==> config.mk <==
export PLATFORM = sky130hd
export DESIGN_NAME = demux_burst_scheduler
export DESIGN_NICKNAME = d
export VERILOG_FILES = /design/src/rtl/demux_burst_scheduler.sv
export SDC_FILE = /design/constraint.sdc
export NUM_CORES = 1
export LEC_CHECK = 0
export BUFFER_PORTS_ARGS = -buffer_cell sky130_fd_sc_hd__buf_4
export CAP_MARGIN = 20
export CORE_ASPECT_RATIO = 1.2
export CORE_MARGIN = 5
export CORE_UTILIZATION = 54
export CTS_CLUSTER_SIZE = 30
export DETAILED_ROUTE_END_ITERATION = 8
export HOLD_SLACK_MARGIN = 0.1
export PLACE_DENSITY = 0.79
export SYNTH_ARGS = -nofsm -noshare
export SYNTH_HDL_FRONTEND = slang
export SYNTH_SLANG_ARGS = --single-unit
==> constraint.sdc <==
create_clock -name clk -period 2.45 [get_ports clk]
set_input_delay 0.49 -clock clk [delete_from_list [all_inputs] [get_ports clk]]
set_output_delay 0.49 -clock clk [all_outputs]
set_load 0.005 [all_outputs]
==> src/rtl/demux_burst_scheduler.sv <==
// demux_burst_scheduler: splits one feature-word stream into two lanes in
// alternating fixed-size bursts, one registered output slot per lane, and
// pulses done once a programmed frame has been fully delivered and drained.
module demux_burst_scheduler #(
  parameter int BITS  = 16,
  parameter int BURST = 9,
  parameter int CNT_W = 16
) (
  input  logic             clk,
  input  logic             rst,
  input  logic             start,
  input  logic [CNT_W-1:0] frame_len,
  output logic             busy,
  output logic             done,
  output logic             sel,
  input  logic [BITS-1:0]  in_data,
  input  logic             in_valid,
  output logic             in_ready,
  output logic [BITS-1:0]  out1_data,
  output logic             out1_valid,
  input  logic             out1_ready,
  output logic [BITS-1:0]  out2_data,
  output logic             out2_valid,
  input  logic             out2_ready
);

  // Burst counter only needs to reach BURST-1; keep at least one bit so BURST=1 builds.
  localparam int BURST_W = (BURST > 1) ? $clog2(BURST) : 1;
  localparam logic [BURST_W-1:0] BURST_LAST = BURST_W'(BURST - 1);

  typedef enum logic [1:0] {
    IDLE  = 2'd0,
    RUN   = 2'd1,
    DRAIN = 2'd2
  } state_t;

  state_t             state_q, state_d;
  logic [CNT_W-1:0]   frame_len_q;
  logic [CNT_W-1:0]   word_cnt_q;
  logic [BURST_W-1:0] burst_cnt_q;
  logic               sel_q;
  logic               done_q, done_d;
  logic [BITS-1:0]    out1_data_q, out2_data_q;
  logic               out1_valid_q, out2_valid_q;

  logic launch;      // accepted start with a non-empty frame
  logic accept;      // input word transferred this cycle
  logic last_word;   // the word being accepted completes the frame
  logic burst_last;  // the word being accepted completes the current burst
  logic load1, load2;

  assign launch     = (state_q == IDLE) && start && (frame_len != '0);
  assign last_word  = (word_cnt_q == (frame_len_q - 1'b1));
  assign burst_last = (burst_cnt_q == BURST_LAST);
  assign accept     = in_valid && in_ready;
  assign load1      = accept && !sel_q;
  assign load2      = accept &&  sel_q;

  // State register.
  always_ff @(posedge clk) begin
    // NOTE: every clocked assignment uses <= so all registers update from pre-edge values.
    if (rst) state_q <= IDLE;
    else     state_q <= state_d;
  end

  // Next-state, input handshake and done-request decode.
  always_comb begin
    // NOTE: defaults first so no path leaves a variable unassigned (no latch).
    state_d  = state_q;
    in_ready = 1'b0;
    done_d   = 1'b0;
    unique case (state_q)
      IDLE: begin
        if (start && (frame_len != '0)) state_d = RUN;
        else if (start)                 done_d  = 1'b1;
      end
      RUN: begin
        // Ready looks through the selected lane's slot so a draining slot can be refilled every cycle.
        in_ready = sel_q ? (!out2_valid_q || out2_ready) : (!out1_valid_q || out1_ready);
        if (in_valid && in_ready && last_word) state_d = DRAIN;
      end
      DRAIN: begin
        if (!out1_valid_q && !out2_valid_q) begin
          state_d = IDLE;
          done_d  = 1'b1;
        end
      end
      default: state_d = IDLE;
    endcase
  end

  // Frame bookkeeping: length latch, word/burst counters, lane select, done pulse.
  always_ff @(posedge clk) begin
    if (rst) begin
      frame_len_q <= '0;
      word_cnt_q  <= '0;
      burst_cnt_q <= '0;
      sel_q       <= 1'b0;
      done_q      <= 1'b0;
    end else begin
      done_q <= done_d;
      if (launch) begin
        frame_len_q <= frame_len;
        word_cnt_q  <= '0;
        burst_cnt_q <= '0;
        sel_q       <= 1'b0;
      end else if (accept) begin
        word_cnt_q <= word_cnt_q + 1'b1;
        if (burst_last) begin
          burst_cnt_q <= '0;
          sel_q       <= ~sel_q;
        end else begin
          burst_cnt_q <= burst_cnt_q + 1'b1;
        end
      end
    end
  end

  // Lane 1 output slot: load on accept while selected, otherwise empty when the consumer takes it.
  always_ff @(posedge clk) begin
    // NOTE: data registers are reset too, because the outputs must read zero after reset.
    if (rst) begin
      out1_data_q  <= '0;
      out1_valid_q <= 1'b0;
    end else if (load1) begin
      out1_data_q  <= in_data;
      out1_valid_q <= 1'b1;
    end else if (out1_ready) begin
      out1_valid_q <= 1'b0;
    end
  end

  // Lane 2 output slot: same behaviour as lane 1, driven while sel is high.
  always_ff @(posedge clk) begin
    if (rst) begin
      out2_data_q  <= '0;
      out2_valid_q <= 1'b0;
    end else if (load2) begin
      out2_data_q  <= in_data;
      out2_valid_q <= 1'b1;
    end else if (out2_ready) begin
      out2_valid_q <= 1'b0;
    end
  end

  assign busy       = (state_q == RUN) || (state_q == DRAIN);
  assign done       = done_q;
  assign sel        = sel_q;
  assign out1_data  = out1_data_q;
  assign out1_valid = out1_valid_q;
  assign out2_data  = out2_data_q;
  assign out2_valid = out2_valid_q;

endmodule

Word level (Yosys, flattened, before mapping)

Index checks and enable logic that the tools add are counted.

Input bits: 38
Flip-flop bits (word level): 74
Output and inout bits: 38
Word-level logic and storage cells: 58

Muxes and demuxes: 15
Equality and inequality tests: 7
Add/subtract/negate cells: 3
Bitwise logic cells: 1
Reductions and logical operators: 22

Operators with widths:

| operator                                                              | number |
|---|---|
| 16-bit by 1-bit adder with 16-bit output (second input constant)      | 1 |
| 16-bit == test                                                        | 1 |
| 16-bit nonzero test                                                   | 1 |
| 16-bit by 1-bit subtractor with 16-bit output (second input constant) | 1 |
| 1-bit logical AND                                                     | 9 |
| 1-bit two-way mux                                                     | 9 |
| 2-bit two-way mux                                                     | 3 |
| 2-bit one-hot mux with 3 select lines                                 | 1 |
| 4-bit by 1-bit adder with 4-bit output (second input constant)        | 1 |
| 4-bit == test (second input constant)                                 | 1 |
| 4-bit two-way mux                                                     | 1 |
| 2-bit != test (second input constant)                                 | 2 |
| 2-bit nonzero test                                                    | 2 |
| 1-bit logical NOT                                                     | 3 |
| 1-bit logical OR                                                      | 3 |
| 3-bit AND reduction                                                   | 1 |
| 2-bit by 1-bit == test with 1-bit output (second input constant)      | 1 |
| 2-bit == test (second input constant)                                 | 1 |
| 2-bit logical NOT                                                     | 1 |
| 2-bit by 1-bit != test with 1-bit output (second input constant)      | 1 |
| 1-bit one-hot mux with 2 select lines                                 | 1 |
| 2-bit AND reduction                                                   | 1 |
| 2-bit OR reduction                                                    | 1 |
| 1-bit inverter                                                        | 1 |

Depth between registers and ports, before layout

Word-level depth: 7
Gate-level depth with buffers: 11
Gate-level depth less buffers: 9

Worst setup path before layout

No wires, ideal clock.

Path kind: register -> register
Start point: register frame_len_q[7]
End point: register state_q[0]
Cell stages (with the launch flop): 8
Setup time: 0.088 ns
Arrival time: 2.173 ns
Buffers on the path: 0
Required time: 2.362 ns
Slack: 0.189 ns
Period minus slack after synthesis: 2.261 ns
Cell sequence: dfxtp_1 -> or4_4 -> or4_4 -> o2111a_1 -> a311oi_2 -> a211oi_2 -> o21a_1 -> o32ai_2

Cells in the longest elaborated chain, start to end: 5

Ends and longest elaborated chain:

| what                                          | RTL line | source |
|---|---|---|
| from (decl)                                   | 38       | `logic [CNT_W-1:0] frame_len_q;` |
| from (signal assigned)                        | 103      | `frame_len_q <= frame_len;` |
| 16-bit by 1-bit subtractor with 16-bit output | 53       | `assign last_word = (word_cnt_q == (frame_len_q - 1'b1));` |
| 16-bit == test                                | 53       |  |
| 1-bit logical AND                             | 80       | `if (in_valid && in_ready && last_word) state_d = DRAIN;` |
| 2-bit != test (no line)                       | --       |  |
| 3-bit AND reduction (no line)                 | --       |  |
| to (signal assigned)                          | 63       | `else state_q <= state_d;` |
| to (decl)                                     | 37       | `state_t state_q, state_d;` |

Every way passes these cells.
A chain may end at the register's enable or synchronous reset.

Worst setup path after layout

Start point: register frame_len_q[9]
End point: register state_q[0]

The elaborated chain is that of the path after synthesis.

==> flow_summary.ini <==
[floorplanning]
dieHeight_um = 99.4
die_area_um2 = 8400
core_um2 = 6450
dieWidth_um = 84.5
boundaryPins = 76
rows = 32
initial_utilization = 0.558

[grt]
antenna_found_initial = 0
grt_pass1_wl_um = 15100
globalRoute.totalOverflow = 0
grt_max_degree = 56
gr-usage-all-layers = 0.221
grt_pass1_vias = 3309

[synth]
synth_edf_count = 0
synth_most_common_cell = nand2_1
synthTopCellsByArea = dfxtp_1 (41%), nand2_1 (13%), a21oi_1 (8.4%)
ys_types = 51
synth-main-ff-cell = dfxtp_1
syn-num-nets = 501
yosys-top-cells-count = nand2_1 (121), dfxtp_1 (74), a21oi_1 (60), nor2_1 (34), clkbuf_1 (20)
syn_area_um2 = 3590
ys_ff_latch = 74
synth_top_area_frac = 0.412
yosysWarnings = 0
avgSynthCellArea_um2 = 7.88
yosysSeqAreaShare = 0.412
syn_inst = 456
synth_top_area_cell = dfxtp_1
synthArstFlopShare = 0

[clock_network]
insertion_delay_ns = 0.36
cts.path.max_buffers = 2
cts_tree = done
cts_hold_buf = 0
clk_pin_slew_ns = 0.08
cts_sinks = 74
numCtsBuffers = 9
htreeDepth = 3
root_buffer = clkbuf_8

[timing]
setup_viol = 0
slew_headroom = 0.636
slew_violations = 0
final-hold-violation-count = 0
period_minus_slack_ns = 2.33
clock.fmax_ghz = 0.430
fin_crit_sh = 0.950
worst_clock_skew_ns = 0.00566
rsz0062_at_grt = false
setup_ws_ns = 0.123
hold_ws_ns = 0.376
tightest_slew_ns = 0.546
setup_tns_ns = 0

[layout]
nets = 579
drive_gt1_frac = 0.226
fin_area_um2 = 4530
area_growth_pct = 26.1
antenna_cells = 0

[placed_design]
dp_hpwl_um = 6760
dp_slack_ns = 0.105
io_buffers = 75
routabilityCongestion = 0.913
place_area_um2 = 4270

[route]
drc_errors = 0
via_per_inst = 5.36
routedWlPerCell_um = 14.4
wl_met1_um = 3590
wl_met2_um = 4620
ant_nets = 0
route.met3.wl_um = 643
drt_iter0_drc = 196
vias = 3344
routed_wl_um = 8980
top_layer = met4
drt_pre_antenna_iters = 4

[worst_setup_path]
cp.arrival_ns = 2.60
cp-end-kind = flop
path_max_fanout = 5
crit_path_start_kind = flop
required_ns = 2.73
critPathKind = flop to flop

[run_status]
status = completed

[power_and_ir_drop]
leakagePower_nw = 1.80
cellPowerDensity_nw_per_um2 = 699
ir_drop_uv = 499
power_mw = 3.17

[hold_path]
min_path_type = input pin to flop

[run]
drv_cap = 0
==> sequential cells by signal, summed over array words and instances, names as in the netlist <==
signal       cells
out2_data       16
out1_valid       1
word_cnt_q      16
out2_valid       1
done             1
burst_cnt_q      4
frame_len_q     16
sel              1
out1_data       16
state_q          2
==> layout make-up <==
type                    count  area [µm²]
multi-input cells         348        1980
fillers                   529        1910
flip-flops and latches     74        1480
repair buffers             92         691
clock buffers              10         128
clock inverters             6         114
well taps                  85         106
inverters                   9        33.8
==> power by group <==
part	internal (mW)	switching [mW]
Clock	0.680	0.477
Combinational	0.330	0.370
Sequential	1.26	0.0540
==> worst paths after layout <==
| path | startpoint | end | slack [ns] | cells after the start |
|---|---|---|---|---|
| max | frame_len_q[9] | state_q[0] | 0.12 | 6 |
| min | frame_len[10] | frame_len_q[10] | 0.38 | 3 |
| max reg2reg | frame_len_q[9] | state_q[0] | 0.12 | 6 |
| min reg2reg | out2_data[7] | out2_data[7] | 0.46 | 2 |
==> worst max-delay path: stages (launching register included) <==
cell and delay [ns]:
dfxtp_1 0.36, or4_4 0.49, or4_4 0.45, o21ai_1 0.19
a311oi_2 0.08, or4_1 0.54, o32ai_2 0.13
==> metal layers <==
layer | GRT usage | up-vias
met5 | 0 | -
met4 | 0.0743 | 0
met3 | 0.0795 | 12
met2 | 0.392 | 76
met1 | 0.243 | 1561
li1 | - | 1695
==> timing repair <==
action                     4_1_cts  5_1_grt
setup endpoints to repair        0       17
setup buffers                    0        0
resized for setup                0        4
==> cells by family (layout without fill, tap and decap cells) <==
kind of cell | count (synthesis) | after routing | share of synthesized area
muxes | 2 | 2 | 0.00592
xor gates and xnor gates | 36 | 36 | 0.0877
AOI/OAI and AO/OA | 83 | 83 | 0.136
DFF | 74 | 74 | 0.412
buffers and inverters | 34 | 117 | 0.0404
adders and majority gates | 7 | 7 | 0.0244
and+or+nand+nor | 220 | 220 | 0.293
==> through the flow <==
step	utilization	cells
2_1_floorplan	-	456
3_3_place_gp	0.663	607
3_5_place_dp	0.663	607
4_1_cts	0.700	623
5_1_grt	0.703	624
6_report	0.703	624
==> layout by cell type, fill, tap and decap left out, drive strengths merged, types with 2 or more instances in the layout <==
master | synthesis | routed
nand2 | 121 | 121
buf | 5 | 92
dfxtp | 74 | 74
a21oi | 60 | 60
nor2 | 34 | 34
xnor2 | 19 | 19
xor2 | 17 | 17
inv | 9 | 10
clkbuf | 20 | 10
nor4 | 9 | 9
nor3 | 8 | 8
nand2b | 7 | 7
o21ai | 7 | 7
ha | 7 | 7
nand4 | 6 | 6
nand3 | 5 | 5
or4 | 5 | 5
nor2b | 4 | 4
and3 | 4 | 4
nor3b | 3 | 3
bufinv | 0 | 3
nor4b | 3 | 3
and3b | 2 | 2
nor4bb | 2 | 2
or3 | 2 | 2
o211ai | 2 | 2
clkinvlp | 0 | 2
a311oi | 2 | 2
No activity file was read; power rests on OpenSTA's default activity.
